**config.mk**
```make
export PLATFORM = sky130hd
export DESIGN_NAME = fetch_stage
export DESIGN_NICKNAME = d
export VERILOG_FILES = /design/src/rtl/mips_pkg.sv /design/src/rtl/ifid_register.sv /design/src/rtl/fetch_stage.sv
export SDC_FILE = /design/constraint.sdc
export NUM_CORES = 1
export LEC_CHECK = 0
export ABC_AREA = 1
export BUFFER_PORTS_ARGS = -buffer_cell sky130_fd_sc_hd__buf_2
export CAP_MARGIN = 0
export CORE_ASPECT_RATIO = 1.1
export CORE_UTILIZATION = 45
export DETAILED_ROUTE_END_ITERATION = 8
export PLACE_DENSITY_LB_ADDON = 0.15
export SLEW_MARGIN = 20
export SYNTH_ARGS = -nofsm -noshare
export SYNTH_HDL_FRONTEND = slang
export SYNTH_SLANG_ARGS = --single-unit
export TNS_END_PERCENT = 20
```
**constraint.sdc**
```tcl
create_clock -name Clk -period 1.9 [get_ports Clk]
set_clock_uncertainty 0.1 [all_clocks]
set_input_delay 0.19 -clock Clk [delete_from_list [all_inputs] [get_ports Clk]]
set_output_delay 0.19 -clock Clk [all_outputs]
set_load 0.03 [all_outputs]
```
**src/rtl/mips_pkg.sv**
```systemverilog
// mips_pkg: shared fetch-stage constants, IF/ID record and fetch FSM encoding.
package mips_pkg;
    localparam logic [31:0] RESET_PC_DEFAULT = 32'h0000_0000;
    localparam logic [31:0] NOP_WORD_DEFAULT = 32'h0000_0000;
    localparam logic [31:0] ALIGN_MASK = 32'hFFFF_FFFC;

    typedef enum logic [1:0] {
        RUN           = 2'd0,
        STALLED       = 2'd1,
        STALLED_REDIR = 2'd2
    } fetch_state_t;

    typedef struct packed {
        logic [31:0] instruction;
        logic [31:0] pc_plus4;
        logic        valid;
    } ifid_t;
endpackage

```
**src/rtl/ifid_register.sv**
```systemverilog
// ifid_register: 65-bit IF/ID pipeline register with load, hold and bubble.
module ifid_register
    import mips_pkg::*;
#(
    parameter logic [31:0] NOP_WORD = NOP_WORD_DEFAULT
) (
    input  logic  clk,
    input  logic  rst,
    input  logic  load,
    input  logic  bubble,
    input  ifid_t d,
    output ifid_t q
);
    always_ff @(posedge clk) begin
        if (rst || bubble)
            q <= '{instruction: NOP_WORD, pc_plus4: 32'h0, valid: 1'b0};
        else if (load)
            q <= d;
    end
endmodule

```
**src/rtl/fetch_stage.sv**
```systemverilog
// fetch_stage: PC register, redirect/stall FSM and IF/ID register feeding decode.
module fetch_stage
    import mips_pkg::*;
#(
    parameter logic [31:0] RESET_PC = RESET_PC_DEFAULT,
    parameter logic [31:0] NOP_WORD = NOP_WORD_DEFAULT
) (
    input  logic        Clk,
    input  logic        Reset,
    input  logic        Stall,
    input  logic        PCSrc,
    input  logic [31:0] TargetPC,
    input  logic [31:0] IMemData,
    output logic [31:0] IMemAddr,
    output logic [31:0] IFID_Instruction,
    output logic [31:0] IFID_PCPlus4,
    output logic        IFID_Valid,
    output logic        AlignFault,
    output logic [31:0] FetchCount
);
    logic [31:0] pc, pend, pc_plus4, tgt;
    logic redir, advance;
    fetch_state_t state, state_next;
    ifid_t ifid_q;

    assign pc_plus4 = pc + 32'd4;
    // A live PCSrc always wins over a target parked during an earlier stall.
    assign tgt = PCSrc ? TargetPC : pend;
    assign redir = !Stall && (PCSrc || state == STALLED_REDIR);
    assign advance = !Stall && !redir;

    always_comb begin
        state_next = !Stall ? RUN :
                     (PCSrc || state == STALLED_REDIR) ? STALLED_REDIR : STALLED;
    end

    always_ff @(posedge Clk) begin
        if (Reset)
            state <= RUN;
        else
            state <= state_next;
    end

    always_ff @(posedge Clk) begin
        if (Reset) begin
            pc <= RESET_PC;
            pend <= 32'h0;
            AlignFault <= 1'b0;
            FetchCount <= 32'h0;
        end else begin
            if (redir)
                pc <= tgt & ALIGN_MASK;
            else if (advance)
                pc <= pc_plus4;
            if (Stall && PCSrc)
                pend <= TargetPC;
            if ((PCSrc || redir) && tgt[1:0] != 2'b00)
                AlignFault <= 1'b1;
            if (advance)
                FetchCount <= FetchCount + 32'd1;
        end
    end

    ifid_register #(.NOP_WORD(NOP_WORD)) u_ifid (
        .clk(Clk),
        .rst(Reset),
        .load(advance),
        .bubble(redir),
        .d('{instruction: IMemData, pc_plus4: pc_plus4, valid: 1'b1}),
        .q(ifid_q)
    );

    assign IMemAddr = pc;
    assign IFID_Instruction = ifid_q.instruction;
    assign IFID_PCPlus4 = ifid_q.pc_plus4;
    assign IFID_Valid = ifid_q.valid;
endmodule

```
==> impl_metrics.yaml <==
timing:
  slew_violations: 0
  relSlewSlack_pct: 64.6
  min_period_ns: 1.79
  worst_pin_slew_ns: 0.532
  setup_violations: 0
  post-route-period-util_pct: 94.4
  clock.fmax_mhz: 558
  hold_violations: 0
  rsz0062_at_grt: "no"
  tns_ns: 0
critical_path:
  cp_slowest_cell: "dfxtp_1"
  ff2ff_setup_slack_ns: 0.11
  crit_fanout: 5
  arrival_ns: 2.05
  critPathMaxStageDelay_ns: 0.39
  worstReg2RegEnd: "IMemAddr[18]"
  cp-start-kind: "flop"
  critPathKind: "reg2reg"
  crit_chain: "ha_1 > inv_1 > nor2_4 > nand2_2 > nor2_1 > xor2_1 > nand2_1 > a21oi_1"
  crit-reg2reg-launch: "IMemAddr[3]"
  critical_path_buf_inv_count: 1
  end_kind: "flop"
  worstPathRequired_ns: 2.15
  cp_top_family: "simple AND/OR/NAND/NOR gates"
  r2r_cells: 8
cells_and_area:
  final_common_cell: "nand2_1"
  syn_to_final_growth_pct: 32.5
  multi_input_area_um2: 3790
  fin_cells: 1579
  final_cell_mix: "nand2_1, buf_2, dfxtp_1"
  nFillCells: 1598
  seq_area_um2: 3210
  antenna_cells: 0
  finalNetCount: 1433
  drive_gt1_share_pct: 22.0
pwr:
  ir_worst_vdd_mv: 0.601
  power_density_nw_per_um2: 811
  p_leak_uw: 0.00418
clock_tree:
  clkTransAtPathRegs_ns: 0.06
  cts_setup_buffers: 0
  cts.sinks: 160
  ctsHtreeMaxLevel: 4
  cts_root_buffer: "clkbuf_16"
  clk_latency_ns: 0.43
  cts_buffer_depth: 2
  numCtsBuffers: 17
  cts_tree: "yes"
min_path:
  hold-path-endpoint: "pend[22]"
  hold_class: "in2reg"
  min_path_cells: 3
  hp-start: "TargetPC[22]"
floorplan:
  core-area_um2: 16400
  num_io_pins: 198
  die_x_um: 125
  die-area_um2: 17300
  die_h_um: 138
  start_util_pct: 46.1
  rows: 49
global_routing:
  grt_pass1_vias: 7447
  grt-ovfl-total: 0
  gr-usage-all-layers_pct: 27.6
  grt_antenna_before_repair: 0
  grt_max_degree: 64
  grt_pass1_wl_um: 37200
placed_design:
  place_congestion: 0.919
  place_inst: 1490
  hpwlAfterDp_um: 16800
  portBuffers: 193
drt:
  vias: 8022
  drc: 11
  first_pass_iters: 8
  wl_per_cell_um: 15.2
  ant_nets: 0
  wirelength_um: 24000
  viasPerCell: 5.08
  drtIter0Drc: 469
yosys:
  seq_area_frac_synth_pct: 42.4
  synth_edf_count: 0
  async_flop_share_pct: 0
  syn_avg_cell_area_um2: 6.78
  synthCells: 1113
  synth-seq-cells: 160
  yosysWarnings: 0
  ys.flop_type: "dfxtp_1"
  ys_types: 38
  netlist_area_um2: 7550
job:
  cap_violations: 0
status:
  violations: "design-rule violations"
  status: "finished with violations"
[Yosys cell counts (all sizes together) (3+ instances only)]
master	instances	share of area (%)
or2	10	0.83
a31oi	11	0.91
xor2	9	1.0
o21ai	30	2.0
a21oi	127	8.4
nand3b	4	0.40
clkbuf	23	1.1
nor2	163	9.0
nand4	3	0.25
dfxtp	160	42
nor3	5	0.40
o22ai	4	0.33
xnor2	5	0.58
nand3	39	2.8
o21bai	3	0.30
inv	77	3.9
o31ai	17	1.7
o221a	6	0.90
buf	31	2.5
o211ai	7	0.70
nand2	370	19
[cell type report]
class	count	share of cell area, %
Inverter	79	3.03
Clock inverter	9	1.30
Multi-Input combinational cell	823	37.9
Sequential cell	160	32.1
Tap cell	204	2.55
Clock buffer	22	4.84
Timing Repair Buffer	282	18.3
[per-stage QoR]
| stage | cell area [µm²] | util, % | power [µW] | setup slack (ns) | hold WS (ns) |
|---|---|---|---|---|---|
| after floorplan | 7560 | - | 4160 | 0.0457 | 0.233 |
| after global placement | 8790 | 53.7 | 4470 | 0.192 | 0.338 |
| after detailed placement | 8790 | 53.7 | 4480 | 0.0920 | 0.344 |
| after CTS | 9990 | 61.0 | 8140 | 0.0869 | 0.0198 |
| after global routing | 10000 | 61.1 | 8370 | 0.00351 | 0.0176 |
| final | 10000 | 61.1 | 8110 | 0.107 | 0.0284 |
[power by group]
| group | internal, µW | total (µW) | switching [µW] | leakage [µW] |
|---|---|---|---|---|
| logic | 361 | 955 | 594 | 0.00257 |
| registers | 3470 | 3560 | 90.5 | 0.00130 |
| clock network | 2200 | 3600 | 1400 | 0.000302 |
| total | 6030 | 8110 | 2080 | 0.00418 |
[state kept, by name, indices dropped and copies added, names as in the netlist]
| register | count |
|---|---|
| FetchCount | 32 |
| IMemAddr | 30 |
| pend | 32 |
| AlignFault | 1 |
| u_ifid.q | 63 |
| state | 2 |
[logic make-up (layout without fill, tap and decap cells)]
group                      Yosys count  after routing  share of synthesized area, %
buffers and inverters              133            392                          7.63
DFF                                160            160                          42.4
adders and majority gates            2              2                         0.332
xor gates and xnor gates            14             14                          1.62
and+or+nand+nor                    596            596                          32.5
AOI/OAI and AO/OA                  207            207                          15.4
other                                1              4                        0.0497
[timing repair]
item                                   in CTS  in global routing
hold buffers                               58                  0
setup endpoints to repair                   0                  6
endpoints found under the hold margin      59                  0
resized for setup                           0                  6
[layer usage]
| layer | part of all wire [%] | global-route usage, % | vias to the layer above |
|---|---|---|---|
| met1 | 41 | 30.7 | 3661 |
| li1 | - | - | 4071 |
| met5 | 0 | 0 | - |
| met3 | 5.4 | 6.56 | 49 |
| met4 | 3.1 | 12.8 | 0 |
| met2 | 51 | 50.1 | 241 |
[worst max path at each step]
stage | from | end | slack [ns] | cells after the start
after floorplan | FetchCount[0] | FetchCount[16] | 0.05 | 8
after global placement | FetchCount[1] | FetchCount[22] | 0.19 | 8
after detailed placement | FetchCount[1] | FetchCount[22] | 0.09 | 8
after CTS | FetchCount[1] | FetchCount[22] | 0.09 | 8
after global routing | IMemAddr[3] | IMemAddr[18] | 0.004 | 8
final | IMemAddr[3] | IMemAddr[18] | 0.11 | 8
[worst min-delay path, cell delays in order]
cell     delay, ns
buf_2         0.08
or2_2         0.10
o221a_2       0.16
No activity file was read; power rests on OpenSTA's default activity.
